File: src/rtl/out_port_pkg.sv
// out_port_pkg: shared defaults and sizing helpers for the output port bank.
// Imported by the interface, the per-channel FIFO and the bank top.
package out_port_pkg;

  localparam int DEF_WIDTH    = 16;
  localparam int DEF_CHANNELS = 4;
  localparam int DEF_DEPTH    = 4;

  // Bits needed to index n items, never less than one.
  function automatic int bits_for(input int n);
    return (n <= 2) ? 1 : $clog2(n);
  endfunction

  typedef logic [DEF_WIDTH-1:0] out_word_t;

endpackage

File: src/rtl/out_port_bank_if.sv
// out_port_bank_if: write port from execute plus the per-channel
// valid/ready output streams of the output port bank.
interface out_port_bank_if
  import out_port_pkg::*;
#(
  parameter int WIDTH    = DEF_WIDTH,
  parameter int CHANNELS = DEF_CHANNELS
);

  localparam int CHAN_W = bits_for(CHANNELS);

  logic                      wr_en;
  logic [CHAN_W-1:0]         wr_chan;
  logic [WIDTH-1:0]          wr_data;
  logic                      wr_accept;
  logic [CHANNELS*WIDTH-1:0] out_data;
  logic [CHANNELS-1:0]       out_valid;
  logic [CHANNELS-1:0]       out_ready;
  logic [CHANNELS-1:0]       full;
  logic [CHANNELS-1:0]       overflow;
  logic                      ovf_clr;

  modport master (
    output wr_en, wr_chan, wr_data,
    output out_ready, ovf_clr,
    input  wr_accept, out_data,
    input  out_valid, full, overflow
  );

  modport slave (
    input  wr_en, wr_chan, wr_data,
    input  out_ready, ovf_clr,
    output wr_accept, out_data,
    output out_valid, full, overflow
  );

endinterface

File: src/rtl/out_port_chan_fifo.sv
// out_port_chan_fifo: one output channel's word FIFO.
// Head word is zeroed whenever the FIFO is empty.
module out_port_chan_fifo
  import out_port_pkg::*;
#(
  parameter int WIDTH = DEF_WIDTH,
  parameter int DEPTH = DEF_DEPTH
) (
  input  logic             clk,
  input  logic             nReset,
  input  logic             push,
  input  logic             pop,
  input  logic [WIDTH-1:0] wdata,
  output logic [WIDTH-1:0] rdata,
  output logic             valid,
  output logic             full
);

  localparam int PW = bits_for(DEPTH);
  localparam int CW = bits_for(DEPTH + 1);

  logic [WIDTH-1:0] mem [DEPTH];
  logic [PW-1:0]    rd_ptr;
  logic [PW-1:0]    wr_ptr;
  logic [CW-1:0]    count;

  // Storage write; contents need no reset.
  always_ff @(posedge clk) begin
    if (push) mem[wr_ptr] <= wdata;
  end

  // Pointers wrap naturally; count tracks occupancy.
  always_ff @(posedge clk or negedge nReset) begin
    if (!nReset) begin
      rd_ptr <= '0;
      wr_ptr <= '0;
      count  <= '0;
    end else begin
      if (push) wr_ptr <= wr_ptr + PW'(1);
      if (pop)  rd_ptr <= rd_ptr + PW'(1);
      unique case (1'b1)
        push && !pop: count <= count + CW'(1);
        pop && !push: count <= count - CW'(1);
        default: ;
      endcase
    end
  end

  assign valid = (count != '0);
  assign full  = (count == CW'(DEPTH));
  assign rdata = valid ? mem[rd_ptr] : '0;

endmodule

File: src/rtl/out_port_bank.sv
// out_port_bank: buffered multi-channel OUT ports with valid/ready.
// OUT_PORT_OVERFLOW_EN enables the sticky per-channel overflow flags.
module out_port_bank
  import out_port_pkg::*;
#(
  parameter int WIDTH    = DEF_WIDTH,
  parameter int CHANNELS = DEF_CHANNELS,
  parameter int DEPTH    = DEF_DEPTH
) (
  input  logic            clk,
  input  logic            nReset,
  out_port_bank_if.slave  bus
);

  localparam int CHAN_W = bits_for(CHANNELS);

  logic [CHANNELS-1:0] push;
  logic [CHANNELS-1:0] pop;
  logic [CHANNELS-1:0] drop;
  logic [CHANNELS-1:0] valid;
  logic [CHANNELS-1:0] full;
  logic [WIDTH-1:0]    head [CHANNELS];

  assign pop = valid & bus.out_ready;

  // Decode the write to a channel; a full port without a pop drops it.
  always_comb begin
    push = '0;
    drop = '0;
    for (int c = 0; c < CHANNELS; c++) begin
      if (bus.wr_en && bus.wr_chan == CHAN_W'(c)) begin
        if (!full[c] || pop[c]) push[c] = 1'b1;
        else                    drop[c] = 1'b1;
      end
    end
  end

  assign bus.wr_accept = |push;

  for (genvar c = 0; c < CHANNELS; c++) begin : g_chan
    out_port_chan_fifo #(
      .WIDTH (WIDTH),
      .DEPTH (DEPTH)
    ) u_fifo (
      .clk    (clk),
      .nReset (nReset),
      .push   (push[c]),
      .pop    (pop[c]),
      .wdata  (bus.wr_data),
      .rdata  (head[c]),
      .valid  (valid[c]),
      .full   (full[c])
    );
  end

  // Pack per-channel head words into the flat output bus.
  always_comb begin
    bus.out_data = '0;
    for (int c = 0; c < CHANNELS; c++) begin
      bus.out_data[c*WIDTH +: WIDTH] = head[c];
    end
  end

  assign bus.out_valid = valid;
  assign bus.full      = full;

`ifdef OUT_PORT_OVERFLOW_EN
  logic [CHANNELS-1:0] ovf;

  // Sticky drop flags; a drop in the clearing cycle survives.
  always_ff @(posedge clk or negedge nReset) begin
    if (!nReset)          ovf <= '0;
    else if (bus.ovf_clr) ovf <= drop;
    else                  ovf <= ovf | drop;
  end

  assign bus.overflow = ovf;
`else
  logic unused_ovf;
  assign unused_ovf   = ^{drop, bus.ovf_clr};
  assign bus.overflow = '0;
`endif

endmodule

File: src/flat_wrapper.sv
// flat-port wrapper written by rule: the top's interface ports become plain ports
module out_port_bank_flat import out_port_pkg::*;
#(
  parameter int WIDTH    = DEF_WIDTH,
  parameter int CHANNELS = DEF_CHANNELS,
  parameter int DEPTH    = DEF_DEPTH
)
  (clk, nReset, bus_wr_en, bus_wr_chan, bus_wr_data, bus_out_ready, bus_ovf_clr, bus_wr_accept, bus_out_data, bus_out_valid, bus_full, bus_overflow);
  out_port_bank_if #(.WIDTH(WIDTH), .CHANNELS(CHANNELS)) bus_i ();
  input  logic clk;
  input  logic nReset;
  input wire logic [$bits(bus_i.wr_en)-1:0] bus_wr_en;
  input wire logic [$bits(bus_i.wr_chan)-1:0] bus_wr_chan;
  input wire logic [$bits(bus_i.wr_data)-1:0] bus_wr_data;
  input wire logic [$bits(bus_i.out_ready)-1:0] bus_out_ready;
  input wire logic [$bits(bus_i.ovf_clr)-1:0] bus_ovf_clr;
  output wire logic [$bits(bus_i.wr_accept)-1:0] bus_wr_accept;
  output wire logic [$bits(bus_i.out_data)-1:0] bus_out_data;
  output wire logic [$bits(bus_i.out_valid)-1:0] bus_out_valid;
  output wire logic [$bits(bus_i.full)-1:0] bus_full;
  output wire logic [$bits(bus_i.overflow)-1:0] bus_overflow;
  assign bus_i.wr_en = bus_wr_en;
  assign bus_i.wr_chan = bus_wr_chan;
  assign bus_i.wr_data = bus_wr_data;
  assign bus_i.out_ready = bus_out_ready;
  assign bus_i.ovf_clr = bus_ovf_clr;
  assign bus_wr_accept = bus_i.wr_accept;
  assign bus_out_data = bus_i.out_data;
  assign bus_out_valid = bus_i.out_valid;
  assign bus_full = bus_i.full;
  assign bus_overflow = bus_i.overflow;
  out_port_bank #(.WIDTH(WIDTH), .CHANNELS(CHANNELS), .DEPTH(DEPTH)) u_core (.clk(clk), .nReset(nReset), .bus(bus_i));
endmodule
File: config.mk
export PLATFORM = sky130hd
export DESIGN_NAME = out_port_bank_flat
export DESIGN_NICKNAME = d
export VERILOG_FILES = /design/src/rtl/out_port_pkg.sv /design/src/rtl/out_port_bank_if.sv /design/src/rtl/out_port_chan_fifo.sv /design/src/rtl/out_port_bank.sv /design/src/flat_wrapper.sv
export SDC_FILE = /design/constraint.sdc
export NUM_CORES = 1
export LEC_CHECK = 0
export CORE_UTILIZATION = 35
export CTS_BUF_LIST = sky130_fd_sc_hd__clkbuf_2 sky130_fd_sc_hd__clkbuf_4 sky130_fd_sc_hd__clkbuf_8
export DETAILED_ROUTE_END_ITERATION = 6
export PLACE_DENSITY = 0.53
export SKIP_LAST_GASP = 1
export SYNTH_ARGS = -nofsm -noshare
export SYNTH_HDL_FRONTEND = slang
export SYNTH_SLANG_ARGS = --single-unit
File: constraint.sdc
create_clock -name clk -period 2.9 [get_ports clk]
set_input_delay 0.725 -clock clk [delete_from_list [all_inputs] [get_ports clk]]
set_output_delay 0.725 -clock clk [all_outputs]
set_load 0.005 [all_outputs]
==> impl_metrics.toml, run 1 <==
[synth]
synth.distinct_cells = 36
syn_inst = 629
synth-seq-cells = 284
ys_warn_count = 0
async_flop_share_pct = 9.86
synth_area_um2 = 11700
synth.yosys.seq_area_share_pct = 71.7
dominantRegCellSynth = "edfxtp_1"
synth_edf_count = 256
avgSynthCellArea_um2 = 18.6

[detailed_routing]
num_vias = 6343
vias_per_cell = 4.82
routedWlPerCell_um = 20.3
ant_nets = 0
drc = 0
first_pass_iters = 5
drt_iter0_drc = 376
routed_wirelength_mm = 26.7

[sta]
hold_ws_ns = 0.582
fmax_mhz = 336
finalCriticalPeriod_ns = 2.98
slew_headroom_pct = 44.4
drv_slew = 0
rsz0062_at_grt = "true"
final.period_utilization_pct = 103
finalWorstSetupSlack_ns = -0.0795
clock_skew_ns = 0.0117
hold_violations = 0
worst_slew_pin_slew_ns = 0.831
setup_violations = 11

[power]
seq_power_share_pct = 37.0
internal_power_uw = 10200
p_switching_uw = 4000
combPwrFrac_pct = 38.0
power.density_nw_per_um2 = 941
swShare_pct = 28.1
vdd_drop_max_v = 0.000452
power_frac_clock_pct = 25.0
leakage_uw = 0.00560

[die]
die_y_um = 185
dieArea_um2 = 34100
core-area_um2 = 32700
fp.dieW_um = 185
design.portCount = 103
num_rows = 66
floorplan.initialDensity_pct = 35.8

[cells_and_area]
multi_input_area_um2 = 3140
nets = 880
syn2layout_area_growth_pct = 29.2
utilization_pct = 46.2
drive_gt1_share_pct = 37.3
seqCellArea_um2 = 8410
stdcell_count = 1315
fillers = 2884

[cts]
cts_root_buffer = "clkbuf_8"
clock_sinks = 284
numCtsBuffers = 46
ctsHoldBuffers = 0
cts.clk_slew.worst_paths_ns = 0.06
clk_path_buf_depth = 3
clock_latency_ns = 0.54
ctsHtreeMaxLevel = 2
tritoncts = "done"

[critical_path]
worstSetupStartpointType = "flip-flop"
worst_ep_required_time_ns = 2.17
cp_data_arrival_time_ns = 2.25
crit_path_end_kind = "output port"
critPathKind = "reg -> out"
critical-path-max-stage-delay_ns = 0.51
r2r-start = "u_core.g_chan[2].u_fifo.count[2]"
r2r_slack_ns = 0.45
crit_chain = "buf_12 -> mux4_2 -> and2_1 -> clkdlybuf4s50_1"
crit_start = "u_core.g_chan[1].u_fifo.rd_ptr[0]"
cp_slowest_cell = "mux4_2"
cp_max_fo = 11

[min_path]
min_path_type = "reg -> reg"
min_from = "u_core.g_chan[0].u_fifo.wr_ptr[1]"

[grt]
grt_usage_pct = 16.0
grt_start_max_net_pins = 29
grt_pass1_vias = 6892
grt_overflow = 0
antenna_found_initial = 2
grt_pass1_wl_mm = 39.9

[placement]
placedCellCount = 1186
place_congestion = 0.712
port_buffers = 97
hpwl_mm = 16.3
post-place-ws_ns = -0.369

[outcome]
failed_checks = "setup timing"
status = "finished, violations left"

[job]
drv_cap = 0
## Yosys cell counts, types with 2 or more instances
library cell | instances | share of area (%)
buf_1 | 3 | 0.096
and3_1 | 4 | 0.21
o21ai_0 | 2 | 0.086
edfxtp_1 | 256 | 66
nor2_1 | 10 | 0.32
inv_1 | 21 | 0.67
ha_1 | 16 | 1.7
xnor2_1 | 19 | 1.4
o221ai_1 | 8 | 0.60
nand3b_4 | 2 | 0.34
fa_1 | 4 | 0.68
a21oi_1 | 12 | 0.51
nor2b_1 | 16 | 0.86
nand2_1 | 18 | 0.58
or3_1 | 6 | 0.32
buf_2 | 10 | 0.43
a21boi_0 | 4 | 0.26
mux4_2 | 64 | 12
buf_4 | 12 | 0.77
nand3_1 | 10 | 0.43
nor3_1 | 3 | 0.13
mux2_2 | 3 | 0.29
nor4_1 | 4 | 0.21
dfrtp_1 | 28 | 6.0
and2_1 | 67 | 3.6
clkbuf_1 | 15 | 0.48
or4_1 | 3 | 0.19
## layout by cell type, fill, tap and decap left out, types with 11 or more instances in the layout
cell type / count
nand2_1: 18
dlymetal6s2s_1: 21
mux4_2: 64
dfrtp_1: 14
and2_1: 43
dfrtp_2: 14
clkbuf_8: 55
inv_1: 20
clkbuf_4: 26
ha_1: 16
buf_12: 17
a21oi_1: 11
edfxtp_1: 256
clkbuf_2: 23
buf_4: 66
nor2b_1: 15
xnor2_1: 19
and2_4: 24
clkdlybuf4s50_1: 38
## per-layer routing
metal / part of all wire, % / wire length (um) / track usage [%] / vias up
met1: 42 / 11200 / 19.8 / 3283
met5: 0.097 / 26 / 0 / -
met3: 4.9 / 1310 / 3.46 / 47
met2: 51 / 13700 / 28.0 / 171
li1: - / - / - / 2838
met4: 1.7 / 444 / 4.60 / 4
## registers in the layout, summed over array words and instances (netlist names)
signal	count
u_core.g_chan.u_fifo.count	12
u_core.g_chan.u_fifo.mem	256
u_core.g_chan.u_fifo.rd_ptr	8
u_core.g_chan.u_fifo.wr_ptr	8
## timing repair
| item | 4_1_cts | 5_1_grt |
|---|---|---|
| gates resized for setup | 67 | 123 |
| gates cloned | 3 | 0 |
| pin swaps | 0 | 4 |
| endpoints found under the setup margin | 66 | 57 |
| buffers inserted | 23 | 16 |
## path summary, 6_finish.rpt
kind | endpoint | depth (start not counted)
max in group asynchronous | u_core.g_chan[3].u_fifo.rd_ptr[0] | 2
min | u_core.g_chan[0].u_fifo.wr_ptr[1] | 1
max reg2reg | u_core.g_chan[2].u_fifo.count[2] | 6
min in group asynchronous | u_core.g_chan[0].u_fifo.rd_ptr[0] | 2
min reg2reg | u_core.g_chan[0].u_fifo.wr_ptr[1] | 1
max | bus_out_data[29] | 4
## metrics by stage
step	total power, uW	instance area [um^2]	TNS (ns)
2_1_floorplan	7840	11700	0
3_3_place_gp	9960	13600	-0.915
3_5_place_dp	10100	13600	-1.24
4_1_cts	14000	14900	-4.10
5_1_grt	15000	15100	-1.71
6_report	14200	15100	-0.490
## power groups by stage
stage               Clock (uW)  Sequential (uW)  Combinational, uW
floorplan                    0             5130               2710
global placement             0             5230               4720
detailed placement           0             5280               4850
CTS                       3640             5240               5170
global route              3820             5310               5880
finish                    3550             5260               5390
## kinds of logic after synthesis
kind of cell	count (synthesis)	share of synthesized area, %
and+or+nand+nor	147	7.52
other	1	0.0321
adders and majority gates	20	2.40
xor gates and xnor gates	20	1.50
buffers and inverters	61	2.45
muxes	67	12.6
DFF	284	71.7
AOI/OAI and AO/OA	29	1.75
## cell type report
type / instances / area share (%)
antenna: 1 / 0.0166
clock buffer: 81 / 6.30
clock inverter: 5 / 0.149
inverter: 21 / 0.522
multi-input combinational: 287 / 20.8
sequential: 284 / 55.7
tap: 442 / 3.66
timing repair buffer: 194 / 12.9
## critical path: cells and delay by family (launching register included)
family	cells	cell delay (ns)
buffers and inverters	2	0.61
flip-flops	1	0.39
multiplexers	1	0.51
AND/OR/NAND/NOR	1	0.21
(Power assumes the default switching activity.)
==> run 2, diff against run 1 <==
--- a/config.mk
+++ b/config.mk
@@ -8,6 +8,7 @@
 export CORE_UTILIZATION = 35
 export CTS_BUF_LIST = sky130_fd_sc_hd__clkbuf_2 sky130_fd_sc_hd__clkbuf_4 sky130_fd_sc_hd__clkbuf_8
 export DETAILED_ROUTE_END_ITERATION = 6
+export MAX_ROUTING_LAYER = met4
 export PLACE_DENSITY = 0.53
 export SKIP_LAST_GASP = 1
 export SYNTH_ARGS = -nofsm -noshare
==> run 2 against run 1 <==
Net effect:
- the run still ends with setup timing left
- worst setup slack got worse by 0.0074 ns
- die area is the same
- sequential share of layout area barely moved
- total power about the same
- fmax is 0.25% lower
- clock power about the same
- sequential power is essentially flat
- highest routed layer is now met4
- combinational power hardly changed
- critical path depth stayed put
==> impl_metrics.toml, run 2 (synthesis gave the netlist of run 1 again) <==
[sta]
clock_skew_ns = 0.0163
tns_ns = -0.532
slew_headroom_pct = 44.6
finalWorstSetupSlack_ns = -0.0869
fmax_mhz = 335
rsz0062_at_grt = "true"
hold_violations = 0
worst_slew_pin_slew_ns = 0.829
final.period_utilization_pct = 103
drv_slew = 0
finalCriticalPeriod_ns = 2.99
setup_violations = 11

[critical_path]
cp_max_fo = 11
cp_data_arrival_time_ns = 2.26
worst_ep_required_time_ns = 2.17
r2r-start = "u_core.g_chan[2].u_fifo.count[2]"
crit_path_end_kind = "output port"
rr_worst_depth = 6
critPathKind = "reg -> out"
worstSetupStartpointType = "flip-flop"
r2r-end = "u_core.g_chan[2].u_fifo.count[2]"
r2r_slack_ns = 0.46

[detailed_routing]
ant_nets = 0
routedWlPerCell_um = 20.2
num_vias = 6365
first_pass_iters = 4
drt_iter0_drc = 402
routed_wirelength_mm = 26.6
vias_per_cell = 4.84
drc = 0

[power]
swShare_pct = 28.1
power.density_nw_per_um2 = 941
leakage_uw = 0.00560
combPwrFrac_pct = 38.0
vdd_drop_max_v = 0.000452
internal_power_uw = 10200
power_frac_clock_pct = 25.0
seq_power_share_pct = 37.0
p_switching_uw = 4000

[cells_and_area]
final_common_cell = "edfxtp_1"
stdcell_count = 1316
syn2layout_area_growth_pct = 29.2
largest_reg_flops = 256
drive_gt1_share_pct = 37.3
final_cell_area_um2 = 15100
reg_top3 = "u_core.g_chan.u_fifo.mem: 256 flops, u_core.g_chan.u_fifo.count: 12 flops"
fillers = 2881
final_cell_mix = "edfxtp_1, buf_4, mux4_2"
nets = 880
top_register = "u_core.g_chan.u_fifo.mem"

[cts]
clk_path_buf_depth = 3
cts_root_buffer = "clkbuf_8"
clock_latency_ns = 0.54
ctsHtreeMaxLevel = 2
clock_sinks = 284
ctsHoldBuffers = 0
numCtsBuffers = 46
cts.clk_slew.worst_paths_ns = 0.06
tritoncts = "done"

[grt]
grt_overflow = 0
grt_pass1_wl_mm = 39.9
antenna_found_initial = 2
grt_pass1_vias = 6881
grt_usage_pct = 16.4
grt_start_max_net_pins = 29

[min_path]
hold_end = "u_core.g_chan[0].u_fifo.wr_ptr[1]"
hold-path-cell-count = 1
min_from = "u_core.g_chan[0].u_fifo.wr_ptr[1]"
min_path_type = "reg -> reg"

[outcome]
failed_checks = "setup timing"
status = "finished, violations left"

[die]
die_y_um = 185
design.portCount = 103
core-area_um2 = 32700
floorplan.initialDensity_pct = 35.8
dieArea_um2 = 34100
num_rows = 66
fp.dieW_um = 185

[placement]
place_congestion = 0.720
post-place-ws_ns = -0.369
port_buffers = 97
hpwl_mm = 16.3
placedCellCount = 1186
dpl-instance-area_um2 = 13600

[job]
drv_cap = 0
-- run 2: worst max path at each step --
stage	slack, ns	cells after the start	end	startpoint
final	-0.09	4	bus_out_data[29]	u_core.g_chan[1].u_fifo.rd_ptr[0]
after global routing	-0.17	4	bus_out_data[29]	u_core.g_chan[1].u_fifo.rd_ptr[0]
after CTS	-0.18	4	bus_out_data[29]	u_core.g_chan[1].u_fifo.rd_ptr[0]
after detailed placement	-0.37	8	u_core.g_chan[1].u_fifo.count[2]	bus_wr_chan[1]
after global placement	-0.38	6	bus_wr_accept	bus_wr_en
after floorplan	0.43	6	u_core.g_chan[1].u_fifo.count[2]	bus_out_ready[1]
-- run 2: what timing repair did --
action                                 CTS  global route
setup endpoints to repair               66            57
resized for setup                       67           123
setup buffers                           23            16
gates cloned                             3             0
pin swaps                                0             4
endpoints found under the hold margin    0             0
-- run 2: final cells by class --
class | count | area, um^2 | area share (%)
Antenna cell | 2 | 5.00 | 0.0331
Clock buffer | 81 | 952 | 6.30
Clock inverter | 5 | 22.5 | 0.149
Inverter | 21 | 78.8 | 0.522
Multi-Input combinational cell | 287 | 3140 | 20.8
Sequential cell | 284 | 8410 | 55.6
Tap cell | 442 | 553 | 3.66
Timing Repair Buffer | 194 | 1950 | 12.9
-- run 2: power by group through the flow --
stage,Sequential [uW],Combinational [uW],Clock [uW]
2_1_floorplan,5130,2710,0
3_3_place_gp,5230,4720,0
3_5_place_dp,5280,4850,0
4_1_cts,5240,5170,3640
5_1_grt,5310,5880,3820
6_report,5260,5400,3550
-- run 2: per-layer routing --
metal / vias to the layer above / part of all wire (%) / GRT usage [%]
li1: 2841 / - / -
met1: 3292 / 41 / 19.8
met2: 184 / 51 / 28.0
met3: 48 / 5.8 / 3.36
met4: 0 / 1.8 / 4.60
met5: - / 0 / -
-- run 2: critical path: stages, from the launching register on --
cell and delay (ns):
dfrtp_2 0.39, buf_12 0.16, mux4_2 0.51, and2_1 0.21, clkdlybuf4s50_1 0.45
-- run 2: stage by stage --
step                hold WS, ns  util, %  total power (uW)
floorplan                 0.429        -              7840
global placement          0.547     41.5              9960
detailed placement        0.567     41.5             10100
CTS                       0.581     45.5             14000
global route              0.601     46.2             15000
finish                    0.582     46.2             14200
